==> src/rtl/uart_rx_fifo_if.sv <==
// Consumer-side handshake of the UART receive FIFO: head entry with its error flags plus valid/ready.
interface uart_rx_fifo_if #(
  parameter int DATA_W = 8
);
  // Handshake: an entry transfers on a rising clk edge where m_valid && m_ready.
  // The producer holds m_data/m_frame_err/m_parity_err stable while m_valid && !m_ready.
  logic [DATA_W-1:0] m_data;
  logic              m_frame_err;
  logic              m_parity_err;
  logic              m_valid;
  logic              m_ready;

  modport master (
    output m_data,
    output m_frame_err,
    output m_parity_err,
    output m_valid,
    input  m_ready
  );

  modport slave (
    input  m_data,
    input  m_frame_err,
    input  m_parity_err,
    input  m_valid,
    output m_ready
  );
endinterface

==> src/rtl/uart_rx_fifo.sv <==
// Oversampling UART receiver with majority-voted bits, runtime frame format and a tagged-entry FIFO.
module uart_rx_fifo #(
  parameter int CLK_HZ     = 50_000_000,
  parameter int BAUD       = 9600,
  parameter int OVERSAMPLE = 16,
  parameter int DATA_W     = 8,
  parameter int FIFO_DEPTH = 8
) (
  input  logic                        clk,
  input  logic                        rst,
  input  logic                        rx,
  input  logic [1:0]                  parity_mode,
  input  logic                        two_stop,
  uart_rx_fifo_if.master              m_if,
  output logic                        overrun,
  output logic [$clog2(FIFO_DEPTH):0] fifo_count,
  // FSM state: 0 IDLE, 1 START, 2 DATA, 3 PARITY, 4 STOP, 5 WAIT_IDLE
  output logic [2:0]                  state_dbg
);

  localparam int DIV_RAW = (CLK_HZ + (BAUD * OVERSAMPLE) / 2) / (BAUD * OVERSAMPLE);
  localparam int DIV     = (DIV_RAW < 1) ? 1 : DIV_RAW;
  localparam int CW      = (DIV > 1) ? $clog2(DIV) : 1;
  localparam int SW      = $clog2(OVERSAMPLE);
  localparam int BW      = $clog2(DATA_W);
  localparam int AW      = $clog2(FIFO_DEPTH);
  localparam int EW      = DATA_W + 2;

  localparam logic [CW-1:0] DIV_LAST = CW'(DIV - 1);
  localparam logic [SW-1:0] S_LAST   = SW'(OVERSAMPLE - 1);
  localparam logic [SW-1:0] S_V0     = SW'(OVERSAMPLE / 2 - 1);
  localparam logic [SW-1:0] S_V1     = SW'(OVERSAMPLE / 2);
  localparam logic [SW-1:0] S_DEC    = SW'(OVERSAMPLE / 2 + 1);
  localparam logic [BW-1:0] BIT_LAST = BW'(DATA_W - 1);

  typedef enum logic [2:0] {
    ST_IDLE      = 3'd0,
    ST_START     = 3'd1,
    ST_DATA      = 3'd2,
    ST_PARITY    = 3'd3,
    ST_STOP      = 3'd4,
    ST_WAIT_IDLE = 3'd5
  } state_e;

  logic              sync1_q, sync1_d, sync2_q, sync2_d;
  logic [CW-1:0]     cnt_q, cnt_d;
  logic [SW-1:0]     samp_q, samp_d;
  logic              v0_q, v0_d, v1_q, v1_d;
  state_e            state_q, state_d;
  logic [DATA_W-1:0] shift_q, shift_d;
  logic [BW-1:0]     bit_cnt_q, bit_cnt_d;
  logic              stop2_q, stop2_d;
  logic [1:0]        pmode_q, pmode_d;
  logic              two_stop_q, two_stop_d;
  logic              perr_q, perr_d, ferr_q, ferr_d;
  logic              push_q, push_d;
  logic [AW:0]       wr_ptr_q, wr_ptr_d, rd_ptr_q, rd_ptr_d;
  logic [EW-1:0]     head_q, head_d;
  logic              valid_q, valid_d;
  logic              overrun_q, overrun_d;
  logic [EW-1:0]     mem_q [FIFO_DEPTH];

  logic          rx_s, tick, decide, vote, start_det, parity_en;
  logic          full, pop, do_push;
  logic [EW-1:0] push_entry;

  assign rx_s       = sync2_q;
  assign tick       = (cnt_q == DIV_LAST);
  assign decide     = tick && (samp_q == S_DEC);
  assign vote       = (v0_q & v1_q) | (v0_q & rx_s) | (v1_q & rx_s);
  assign start_det  = (state_q == ST_IDLE) && !rx_s;
  assign parity_en  = pmode_q[0] ^ pmode_q[1];
  assign push_entry = {ferr_q, perr_q, shift_q};

  // Synchroniser, baud tick divider and per-bit sample index
  always_comb begin
    sync1_d = rx;
    sync2_d = sync1_q;
    cnt_d   = (start_det || tick) ? '0 : cnt_q + 1'b1;
    samp_d  = samp_q;
    if (start_det) begin
      samp_d = '0;
    end else if (tick) begin
      samp_d = (samp_q == S_LAST) ? '0 : samp_q + 1'b1;
    end
    v0_d = (tick && samp_q == S_V0) ? rx_s : v0_q;
    v1_d = (tick && samp_q == S_V1) ? rx_s : v1_q;
  end

  // Frame FSM: every bit decision is the vote of the third sample
  always_comb begin
    state_d    = state_q;
    shift_d    = shift_q;
    bit_cnt_d  = bit_cnt_q;
    stop2_d    = stop2_q;
    pmode_d    = pmode_q;
    two_stop_d = two_stop_q;
    perr_d     = perr_q;
    ferr_d     = ferr_q;
    push_d     = 1'b0;
    case (state_q)
      ST_IDLE: begin
        if (!rx_s) begin
          state_d    = ST_START;
          pmode_d    = parity_mode;
          two_stop_d = two_stop;
          bit_cnt_d  = '0;
          stop2_d    = 1'b0;
          perr_d     = 1'b0;
          ferr_d     = 1'b0;
        end
      end
      ST_START: begin
        if (decide) state_d = vote ? ST_IDLE : ST_DATA;
      end
      ST_DATA: begin
        if (decide) begin
          shift_d   = {vote, shift_q[DATA_W-1:1]};
          bit_cnt_d = bit_cnt_q + 1'b1;
          if (bit_cnt_q == BIT_LAST) state_d = parity_en ? ST_PARITY : ST_STOP;
        end
      end
      ST_PARITY: begin
        if (decide) begin
          perr_d  = (pmode_q == 2'b01) ? (^shift_q ^ vote) : ~(^shift_q ^ vote);
          state_d = ST_STOP;
        end
      end
      ST_STOP: begin
        if (decide) begin
          ferr_d = ferr_q | ~vote;
          if (two_stop_q && !stop2_q) begin
            stop2_d = 1'b1;
          end else begin
            push_d  = 1'b1;
            state_d = (ferr_q | ~vote) ? ST_WAIT_IDLE : ST_IDLE;
          end
        end
      end
      ST_WAIT_IDLE: begin
        if (rx_s) state_d = ST_IDLE;
      end
      default: state_d = ST_IDLE;
    endcase
  end

  // FIFO control; the head register is refreshed from the post-update read pointer
  always_comb begin
    full      = (wr_ptr_q[AW] != rd_ptr_q[AW]) && (wr_ptr_q[AW-1:0] == rd_ptr_q[AW-1:0]);
    pop       = valid_q && m_if.m_ready;
    do_push   = push_q && (!full || pop);
    overrun_d = push_q && full && !pop;
    wr_ptr_d  = wr_ptr_q + (AW + 1)'(do_push);
    rd_ptr_d  = rd_ptr_q + (AW + 1)'(pop);
    valid_d   = (wr_ptr_d != rd_ptr_d);
    head_d    = '0;
    if (valid_d) begin
      if (do_push && (wr_ptr_q[AW-1:0] == rd_ptr_d[AW-1:0])) head_d = push_entry;
      else head_d = mem_q[rd_ptr_d[AW-1:0]];
    end
  end

  always_ff @(posedge clk) begin
    if (do_push) mem_q[wr_ptr_q[AW-1:0]] <= push_entry;
  end

  always_ff @(posedge clk) begin
    if (rst) begin
      sync1_q    <= 1'b1;
      sync2_q    <= 1'b1;
      cnt_q      <= '0;
      samp_q     <= '0;
      v0_q       <= 1'b1;
      v1_q       <= 1'b1;
      state_q    <= ST_IDLE;
      shift_q    <= '0;
      bit_cnt_q  <= '0;
      stop2_q    <= 1'b0;
      pmode_q    <= 2'b00;
      two_stop_q <= 1'b0;
      perr_q     <= 1'b0;
      ferr_q     <= 1'b0;
      push_q     <= 1'b0;
      wr_ptr_q   <= '0;
      rd_ptr_q   <= '0;
      head_q     <= '0;
      valid_q    <= 1'b0;
      overrun_q  <= 1'b0;
    end else begin
      sync1_q    <= sync1_d;
      sync2_q    <= sync2_d;
      cnt_q      <= cnt_d;
      samp_q     <= samp_d;
      v0_q       <= v0_d;
      v1_q       <= v1_d;
      state_q    <= state_d;
      shift_q    <= shift_d;
      bit_cnt_q  <= bit_cnt_d;
      stop2_q    <= stop2_d;
      pmode_q    <= pmode_d;
      two_stop_q <= two_stop_d;
      perr_q     <= perr_d;
      ferr_q     <= ferr_d;
      push_q     <= push_d;
      wr_ptr_q   <= wr_ptr_d;
      rd_ptr_q   <= rd_ptr_d;
      head_q     <= head_d;
      valid_q    <= valid_d;
      overrun_q  <= overrun_d;
    end
  end

  assign m_if.m_data       = head_q[DATA_W-1:0];
  assign m_if.m_parity_err = head_q[DATA_W];
  assign m_if.m_frame_err  = head_q[DATA_W+1];
  assign m_if.m_valid      = valid_q;
  assign overrun           = overrun_q;
  assign fifo_count        = wr_ptr_q - rd_ptr_q;
  assign state_dbg         = state_q;

endmodule
==> src/flat_wrapper.sv <==
// flat-port wrapper written by rule: the top's interface ports become plain ports
module uart_rx_fifo_flat 
#(
  parameter int CLK_HZ     = 50_000_000,
  parameter int BAUD       = 9600,
  parameter int OVERSAMPLE = 16,
  parameter int DATA_W     = 8,
  parameter int FIFO_DEPTH = 8
)
  (clk, rst, rx, parity_mode, two_stop, overrun, fifo_count, state_dbg, m_if_m_data, m_if_m_frame_err, m_if_m_parity_err, m_if_m_valid, m_if_m_ready);
  uart_rx_fifo_if #(.DATA_W(DATA_W)) m_if_i ();
  input  logic clk;
  input  logic rst;
  input  logic rx;
  input  logic [1:0] parity_mode;
  input  logic two_stop;
  output logic overrun;
  output logic [$clog2(FIFO_DEPTH):0] fifo_count;
  output logic [2:0] state_dbg;
  output wire logic [$bits(m_if_i.m_data)-1:0] m_if_m_data;
  output wire logic [$bits(m_if_i.m_frame_err)-1:0] m_if_m_frame_err;
  output wire logic [$bits(m_if_i.m_parity_err)-1:0] m_if_m_parity_err;
  output wire logic [$bits(m_if_i.m_valid)-1:0] m_if_m_valid;
  input wire logic [$bits(m_if_i.m_ready)-1:0] m_if_m_ready;
  assign m_if_m_data = m_if_i.m_data;
  assign m_if_m_frame_err = m_if_i.m_frame_err;
  assign m_if_m_parity_err = m_if_i.m_parity_err;
  assign m_if_m_valid = m_if_i.m_valid;
  assign m_if_i.m_ready = m_if_m_ready;
  uart_rx_fifo #(.CLK_HZ(CLK_HZ), .BAUD(BAUD), .OVERSAMPLE(OVERSAMPLE), .DATA_W(DATA_W), .FIFO_DEPTH(FIFO_DEPTH)) u_core (.clk(clk), .rst(rst), .rx(rx), .parity_mode(parity_mode), .two_stop(two_stop), .m_if(m_if_i), .overrun(overrun), .fifo_count(fifo_count), .state_dbg(state_dbg));
endmodule
==> config.mk <==
export PLATFORM = sky130hd
export DESIGN_NAME = uart_rx_fifo_flat
export DESIGN_NICKNAME = d
export VERILOG_FILES = /design/src/rtl/uart_rx_fifo_if.sv /design/src/rtl/uart_rx_fifo.sv /design/src/flat_wrapper.sv
export SDC_FILE = /design/constraint.sdc
export NUM_CORES = 1
export LEC_CHECK = 0
export ABC_AREA = 0
export ABC_CLOCK_PERIOD_IN_PS = 3000
export BUFFER_PORTS_ARGS = -buffer_cell sky130_fd_sc_hd__buf_2
export CAP_MARGIN = 0
export CORE_MARGIN = 5
export CORE_UTILIZATION = 45
export CTS_CLUSTER_DIAMETER = 120
export DETAILED_ROUTE_END_ITERATION = 8
export GPL_TIMING_DRIVEN = 0
export HOLD_SLACK_MARGIN = 0.12
export RECOVER_POWER = 25
export SLEW_MARGIN = 20
export SYNTH_ARGS = -nofsm -noshare
export SYNTH_HDL_FRONTEND = slang
export SYNTH_SLANG_ARGS = --single-unit
==> constraint.sdc <==
create_clock -name clk -period 3 [get_ports clk]
set_input_delay 0.15 -clock clk [delete_from_list [all_inputs] [get_ports clk]]
set_output_delay 0.15 -clock clk [all_outputs]
set_load 0.01 [all_outputs]
==> run metrics, run 1 <==
yosys warns 0; CP Class register to register; drt first pass iters 4; met3 usage 5.17%; area growth from synthesis to layout 16.3%; starting density of the core 46.0%; Slowest Stage Delay on Critical Path 0.51 ns; die area 15300 um^2; CTS buffer count 17; min cycle time layout 2.80 ns; ys async rst share 0%; Final Skew 0.00649 ns; Hold Path Class primary input to register; Reg power frac 51.6%; number of flops mapped to enable cells by yosys 80; grt ovf 0; Place WS -0.116 ns; IO Port Bufs 25; Slew HR 31.4%; antenna violations before repair 0; actual slew at the worst max-slew pin 1.02 ns; P_int 0.00306 W; Max Fclk 358 MHz; Arr. time, crit path 3.10 ns; Most used DFF post-synth edfxtp_1; sequential share of the synthesized area 61.4%; WL final 11.1 mm; Cell Area, Synth 5800 um^2; fillers 1095; final hold vios 0; M2 GR Usage 26.5%; DRC viols 0; DR vias 3442; clk slew on worst S/H paths 0.06 ns; Routability Congestion 0.822; std cell rows 41; fin. max-slew vios 0; slowest library cell on the worst path clkbuf_1; CP startpoint kind register; half-perimeter wire length after placement 7.69 mm; setup_tns 0 ns; most common cell after layout, fill and taps aside edfxtp_1; Synth cell types 51; Syn Area/Cell 13.3 um^2; utilization after layout 53.5%; Critical Path Sink Type register; Seq cells post-synth 138; vias in the first global route 3491; Switching Share 21.1%; final worst setup slack 0.204 ns; critical-path cell list and2_1, ha_1, ha_1, clkbuf_1, clkbuf_1, mux4_2, mux2_2, mux2i_1, nor2_1; M1 GR Usage 20.0%; WP data required 3.31 ns; Hold Path Depth 4; Clock Sinks 138; unrepaired setup endpoints after global routing false; max_cap viols 0; Nets 509; ANT nets after route 0; largest net degree at the start of global routing 17; part of the power in the clock network 46.3%; Chip Width 124 um; DR vias/cell 5.13; fraction of layout cells with a size suffix above 1 21.2%; Clock Latency Late Sink 0.42 ns; Comb pwr share 2.1%; Non-Filler Instances 671; P_sw 0.000820 W; initial DRC count 268; first-pass GRT wire length 18.0 mm; clock root cell clkbuf_16; Max FO, Critical Path 10; DR WL/cell 16.5 um; Syn Nets 459; Die H 124 um; final setup fails 0; overall power 0.00388 W; placed cells 635; busiest grt layer met2; top-level I/O count 26; Worst VDD drop 0.441 mV; PD cells 574 nW/um^2; CTS H-tree depth 4; commonest non-fill, non-tap cells in the layout edfxtp_1 (80), dfxtp_1 (58), nor2_1 (40), nand2_1 (39), buf_2 (29); GRT Util Overall 16.1%; cell count of the worst reg-to-reg path 9; Core ar. 12600 um^2; synthesized instance count 436; Leakage 2.43 nW; CTS tree yes; status finished, final reports clean; Max Buffers Root-to-Sink 2; Antenna Cells 0; final worst path period share 93.2%
==> kinds of logic after synthesis <==
| group | synth area share [%] |
|---|---|
| mux | 11.6 |
| fa+ha+maj | 3.75 |
| compound gates | 4.96 |
| flops | 61.4 |
| xor+xnor | 4.83 |
| buf+inv | 2.57 |
| simple gates | 10.9 |
==> power groups by stage <==
stage               Combinational [W]  Sequential, W  Clock [W]
floorplan                   0.0000522        0.00204          0
global placement            0.0000755        0.00204          0
detailed placement          0.0000770        0.00204          0
CTS                         0.0000817        0.00200    0.00183
global route                0.0000900        0.00200    0.00193
finish                      0.0000816        0.00200    0.00180
==> cell usage after synthesis, types with 8 or more instances <==
cell type  number  area share, %
nor2b_1         8           0.86
clkbuf_1       11           0.71
a21oi_1        18            1.6
xor2_1         14            2.1
nand3_1        12            1.0
nor2_1         40            2.6
inv_1          17            1.1
dfxtp_1        58             20
mux2_2         10            1.9
mux4_2         20            7.8
ha_1           15            3.2
edfxtp_1       80             41
mux2i_1        11            1.9
xnor2_1        18            2.7
nand2_1        39            2.5
==> final timing paths <==
check	from	to	slack [ns]
min	rst	u_core.state_dbg[0]$_SDFFE_PP0P_	0.15
min reg2reg	u_core.sync1_q$_SDFF_PP1_	u_core.rx_s$_SDFF_PP1_	0.41
max	u_core.m_if.m_valid$_SDFF_PP0_	u_core.head_q[9]$_SDFF_PP0_	0.20
max reg2reg	u_core.m_if.m_valid$_SDFF_PP0_	u_core.head_q[9]$_SDFF_PP0_	0.20
==> layout make-up <==
type                            count  area, um^2  area share (%)
Timing Repair Buffer               31         184            2.72
Tap cell                          172         215            3.19
Clock inverter                     14        83.8            1.24
Inverter                           17        63.8           0.945
Multi-Input combinational cell    263        2120            31.4
Clock buffer                       18         429            6.36
Sequential cell                   138        3560            52.8
Buffer                             18        92.6            1.37
==> flip-flops by register name, summed over array words and instances (netlist names), 2 cells and up <==
name	count
u_core.wr_ptr_q	4
u_core.pmode_q	2
u_core.state_dbg	3
u_core.cnt_q	9
u_core.head_q	10
u_core.rd_ptr_q	4
u_core.bit_cnt_q	3
u_core.mem_q	80
u_core.shift_q	8
u_core.samp_q	4
==> metal layers <==
layer  share of wire [%]  routed length [um]
met5                   0                   0
met4                 1.5                 162
met3                 4.9                 547
met2                  49                5450
met1                  44                4910
==> critical path: cells and delay by family (launching register included) <==
family,cells,cell delay [ns]
flops,1,0.30
simple gates,2,0.24
buf+inv,2,0.81
fa+ha+maj,2,0.49
mux,3,0.85
==> stage by stage <==
stage	hold slack [ns]	area, um^2
2_1_floorplan	0.254	5800
3_3_place_gp	0.334	6140
3_5_place_dp	0.344	6170
4_1_cts	0.127	6730
5_1_grt	0.156	6750
6_report	0.147	6750
==> repair_timing <==
item	4_1_cts	5_1_grt
hold buffers	4	0
endpoints found under the hold margin	4	0
setup buffers	0	0
endpoints found under the setup margin	10	11
pin swaps	0	1
resized for setup	1	6
Power figures use the tool's default switching activity.
==> inputs of run 2 (changes only) <==
Settings changed: CELL_PAD_IN_SITES_DETAIL_PLACEMENT set to 1, CELL_PAD_IN_SITES_GLOBAL_PLACEMENT set to 1, PLACE_DENSITY_LB_ADDON set to 0.1.
==> run 2 against run 1 <==
Net effect: count of clock-buffer cells in the layout increased by 3; via count increased by 2.6%; sequential share of layout area decreased by 0.81 points; global-route usage increased by 2.0 points; critical path type unchanged; largest power group is now the clock network; highest routed layer unchanged.
==> run metrics, run 2 (synthesis gave the netlist of run 1 again) <==
DR vias 3531; ANT nets after route 0; grt ovf 0; PD cells 601 nW/um^2; overall power 0.00413 W; clock root cell clkbuf_16; initial DRC count 211; Clock Latency Late Sink 0.41 ns; Max Buffers Root-to-Sink 2; WP data required 3.30 ns; utilization after layout 54.4%; die area 15300 um^2; met3 usage 4.62%; CP Class register to register; M2 GR Usage 29.7%; most common cell after layout, fill and taps aside edfxtp_1; fraction of layout cells with a size suffix above 1 22.5%; IO Port Bufs 25; Comb pwr share 2.0%; Slew HR 27.7%; cell count of the worst reg-to-reg path 11; CTS tree yes; P_sw 0.000791 W; vias in the first global route 3700; HP Start m_if_m_ready; setup slack, reg-to-reg 0.12 ns; busiest grt layer met2; drt first pass iters 4; Max FO, Critical Path 9; antenna violations before repair 0; DR WL/cell 18.5 um; CTS H-tree depth 4; std cell rows 41; GRT Util Overall 18.1%; placed cells 635; number of flip-flops in the largest register 80; part of the power in the clock network 49.5%; clk slew on worst S/H paths 0.06 ns; Chip Width 124 um; Max Fclk 347 MHz; Nets 513; Non-Filler Instances 675; fillers 1328; M1 GR Usage 22.2%; status finished, final reports clean; Die H 124 um; starting density of the core 46.0%; Hold Path Depth 4; DR vias/cell 5.23; final setup fails 0; Critical Path Sink Type register; DRC viols 0; CTS buffer count 17; Reg-to-Reg End u_core.head_q[7]$_SDFF_PP0_; Arr. time, crit path 3.18 ns; first-pass GRT wire length 20.1 mm; Routability Congestion 0.799; half-perimeter wire length after placement 8.37 mm; Hold Path Class primary input to register; Antenna Cells 0; Clock Sinks 138; worst r2r src u_core.wr_ptr_q[1]$_SDFF_PP0_; hold endpoint u_core.overrun$_SDFF_PP0_; Place WS -0.128 ns; final worst path period share 96.1%; final worst setup slack 0.118 ns; Worst VDD drop 0.344 mV; Leakage 2.49 nW; top-level I/O count 26; max_cap viols 0; WL final 12.5 mm; Final Skew 0.00408 ns; fin. max-slew vios 0; commonest non-fill, non-tap cells in the layout edfxtp_1 (80), dfxtp_1 (56), nand2_1 (39), nor2_1 (37), buf_2 (28); P_int 0.00333 W; min cycle time layout 2.88 ns; Reg power frac 48.5%; Switching Share 19.2%; largest net degree at the start of global routing 17; Core ar. 12600 um^2; CP startpoint kind register; area growth from synthesis to layout 18.2%; final hold vios 0; actual slew at the worst max-slew pin 1.08 ns
-- run 2: cell count changes in the layout (fill, tap and decap cells not counted), moves of 2 or more --
cell	before	now
buf_4	2	7
clkinvlp_4	6	1
bufinv_16	0	3
nor2_1	40	37
nor2_2	1	4
buf_6	3	1
clkbuf_1	11	13
dfxtp_1	58	56
dfxtp_2	0	2
-- run 2: worst max path at each step --
| stage | from | to | slack [ns] | cells past startpoint |
|---|---|---|---|---|
| 2_1_floorplan | u_core.rd_ptr_q[1]$_SDFF_PP0_ | u_core.head_q[1]$_SDFF_PP0_ | 0.39 | 11 |
| 3_3_place_gp | u_core.wr_ptr_q[1]$_SDFF_PP0_ | u_core.mem_q[0][1]$_DFFE_PP_ | -0.15 | 5 |
| 3_5_place_dp | u_core.wr_ptr_q[0]$_SDFF_PP0_ | u_core.head_q[7]$_SDFF_PP0_ | -0.13 | 11 |
| 4_1_cts | u_core.wr_ptr_q[0]$_SDFF_PP0_ | u_core.head_q[7]$_SDFF_PP0_ | 0.05 | 11 |
| 5_1_grt | u_core.rd_ptr_q[2]$_SDFF_PP0_ | u_core.head_q[7]$_SDFF_PP0_ | -0.02 | 12 |
| 6_report | u_core.wr_ptr_q[1]$_SDFF_PP0_ | u_core.head_q[7]$_SDFF_PP0_ | 0.12 | 11 |
-- run 2: routing by layer --
metal / up-vias / share of wire (%)
li1: 1688 / -
met1: 1756 / 43
met2: 63 / 51
met3: 24 / 3.7
met4: 0 / 2.8
met5: - / 0
-- run 2: worst max-delay path, cell delays in order, from the launching register on --
cell     delay, ns
dfxtp_1       0.43
ha_1          0.35
nand3_1       0.10
o31a_1        0.29
ha_1          0.22
ha_1          0.22
xnor2_2       0.16
xnor2_1       0.18
o41ai_4       0.37
buf_4         0.19
buf_4         0.18
nor2_1        0.07
-- run 2: area by class of cell --
class	count	area, um^2	area share, %
plain buffers	18	90.1	1.31
clock buffers	21	450	6.56
clock inverters	11	129	1.88
inverters	17	63.8	0.930
multi-input cells	263	2130	31.1
flip-flops and latches	138	3570	52.0
well taps	172	215	3.14
repair buffers	35	213	3.10
-- run 2: stage by stage --
step           cell area [um^2]  setup TNS [ns]  hold WS, ns
3_3_place_gp               6140           -3.38        0.344
5_1_grt                    6860         -0.0488        0.285
3_5_place_dp               6170           -1.06        0.337
2_1_floorplan              5800               0        0.254
6_report                   6860               0        0.265
4_1_cts                    6830               0        0.246
-- run 2: timing repair --
action	in CTS	in global routing
hold endpoints to repair	5	0
setup endpoints to repair	10	11
gates resized for setup	6	5
pin swaps	1	2
gates cloned	1	0
buffers inserted	0	2
hold buffers	5	0
-- run 2: power by group through the flow --
stage / combinational (W) / sequential [W] / clock (W)
2_1_floorplan: 0.0000522 / 0.00204 / 0
3_3_place_gp: 0.0000774 / 0.00204 / 0
3_5_place_dp: 0.0000789 / 0.00204 / 0
4_1_cts: 0.0000847 / 0.00200 / 0.00210
5_1_grt: 0.0000924 / 0.00200 / 0.00219
6_report: 0.0000830 / 0.00200 / 0.00204
==> inputs of run 3 (changes only) <==
Settings changed: CTS_BUF_LIST set to sky130_fd_sc_hd__clkbuf_4.
==> run 3 against run 2 <==
Net effect: combinational power up 2%; largest power group is now sequential cells; flip-flop and latch count unchanged; total power is 20% lower; wire length decreased by 0.28%; cell count stayed put; count of clock-buffer cells in the layout down 1; clock power is 41% lower; sequential power barely moved; die area is the same.
==> run metrics, run 3 (synthesis gave the netlist of run 1 again) <==
status finished, final reports clean; CTS buffer count 17; actual slew at the worst max-slew pin 1.10 ns; DR WL/cell 18.5 um; setup slack, reg-to-reg 0.19 ns; worst r2r src u_core.m_if.m_valid$_SDFF_PP0_; M1 GR Usage 21.8%; drt first pass iters 4; unrepaired setup endpoints after global routing false; Critical Path Sink Type register; most common cell after layout, fill and taps aside edfxtp_1; largest net degree at the start of global routing 17; setup_tns 0 ns; top-level I/O count 26; Arr. time, crit path 3.24 ns; vias in the first global route 3712; Leakage 2.37 nW; Die H 124 um; starting density of the core 46.0%; Core ar. 12600 um^2; Clock Sinks 138; antenna violations before repair 0; utilization after layout 52.1%; number of flip-flops in the largest register 80; fraction of layout cells with a size suffix above 1 23.3%; initial DRC count 185; Final Skew 0.0144 ns; Clock Latency Late Sink 0.53 ns; Reg-to-Reg End u_core.head_q[7]$_SDFF_PP0_; grt ovf 0; Chip Width 124 um; CTS tree yes; DR vias 3528; CP startpoint kind register; Antenna Cells 0; half-perimeter wire length after placement 8.37 mm; final setup fails 0; Slew HR 26.2%; Worst VDD drop 0.216 mV; clk slew on worst S/H paths 0.11 ns; HP Start rx; final worst setup slack 0.187 ns; fillers 1348; Hold Path Class primary input to register; final hold vios 0; slowest library cell on the worst path clkbuf_1; critical-path cell list and2_1, ha_1, ha_1, clkbuf_1, clkbuf_1, mux4_2, mux2_2, mux2i_1, nor2_1; worst path bufs/invs 2; WL final 12.5 mm; WP data required 3.43 ns; std cell rows 41; met3 usage 4.99%; area growth from synthesis to layout 13.4%; Place WS -0.128 ns; CP top delay family buffers and inverters; DR vias/cell 5.23; DRC viols 0; min cycle time layout 2.81 ns; Routability Congestion 0.799; Max Buffers Root-to-Sink 2; ANT nets after route 0; die area 15300 um^2; CP Class register to register; max_cap viols 0; commonest non-fill, non-tap cells in the layout edfxtp_1 (80), dfxtp_1 (55), nand2_1 (39), nor2_1 (37), buf_2 (27); PD cells 500 nW/um^2; CTS H-tree depth 4; clock root cell clkbuf_4; fin. max-slew vios 0; busiest grt layer met2; M2 GR Usage 30.0%; Max FO, Critical Path 10; Max Fclk 356 MHz; GRT Util Overall 17.9%; final worst path period share 93.8%; Hold Path Depth 3; hold endpoint u_core.sync1_q$_SDFF_PP1_; Nets 513; IO Port Bufs 25; Slowest Stage Delay on Critical Path 0.60 ns; first-pass GRT wire length 20.0 mm; cell count of the worst reg-to-reg path 9
==> run 3: cell types whose count changed in the layout (fill, tap and decap cells not counted), moves of 2 or more <==
| cell | previous run | this run |
|---|---|---|
| buf_4 | 7 | 5 |
| clkbuf_4 | 1 | 23 |
| clkbuf_16 | 17 | 0 |
| clkbuf_1 | 13 | 10 |
==> run 3: what timing repair did <==
action                     CTS  global route
setup endpoints to repair   10            11
hold endpoints to repair     9             0
gates cloned                 1             0
pin swaps                    1             0
buffers inserted             1             0
resized for setup            6             9
hold buffers                 6             0
==> run 3: worst max-delay path by stage <==
| stage | startpoint | endpoint | depth (start not counted) |
|---|---|---|---|
| floorplan | u_core.rd_ptr_q[1]$_SDFF_PP0_ | u_core.head_q[1]$_SDFF_PP0_ | 11 |
| global placement | u_core.wr_ptr_q[1]$_SDFF_PP0_ | u_core.mem_q[0][1]$_DFFE_PP_ | 5 |
| detailed placement | u_core.wr_ptr_q[0]$_SDFF_PP0_ | u_core.head_q[7]$_SDFF_PP0_ | 11 |
| CTS | u_core.rd_ptr_q[2]$_SDFF_PP0_ | u_core.head_q[4]$_SDFF_PP0_ | 12 |
| global route | u_core.rd_ptr_q[2]$_SDFF_PP0_ | u_core.head_q[8]$_SDFF_PP0_ | 12 |
| finish | u_core.m_if.m_valid$_SDFF_PP0_ | u_core.head_q[7]$_SDFF_PP0_ | 9 |
==> run 3: tightest hold or removal path: stages <==
cell	delay, ns
dlygate4sd3_1	0.52
buf_2	0.09
or2_2	0.08
==> run 3: stage by stage <==
stage	cell area [um^2]	hold WS, ns	std cells	total power, W
2_1_floorplan	5800	0.254	436	0.00209
3_3_place_gp	6140	0.344	633	0.00212
3_5_place_dp	6170	0.337	635	0.00212
4_1_cts	6560	0.279	675	0.00335
5_1_grt	6580	0.287	675	0.00345
6_report	6580	0.345	675	0.00329
==> run 3: layout make-up <==
class	count	area, um^2	area share, %
Sequential cell	138	3570	54.2
Timing Repair Buffer	35	215	3.27
Clock buffer	20	150	2.28
Multi-Input combinational cell	263	2140	32.6
Clock inverter	12	133	2.02
Tap cell	172	215	3.27
Inverter	17	63.8	0.970
Buffer	18	93.8	1.43
==> run 3: layer usage <==
layer / vias to the layer above / routed length, um
met4: 0 / 306
met1: 1764 / 5280
met5: - / 0
met3: 22 / 437
li1: 1687 / -
met2: 55 / 6450
==> run 3: power breakdown <==
part / switching [W] / total [W] / internal, W
Sequential: 0.00000802 / 0.00200 / 0.00199
Clock: 0.000623 / 0.00121 / 0.000589
Combinational: 0.0000524 / 0.0000843 / 0.0000319
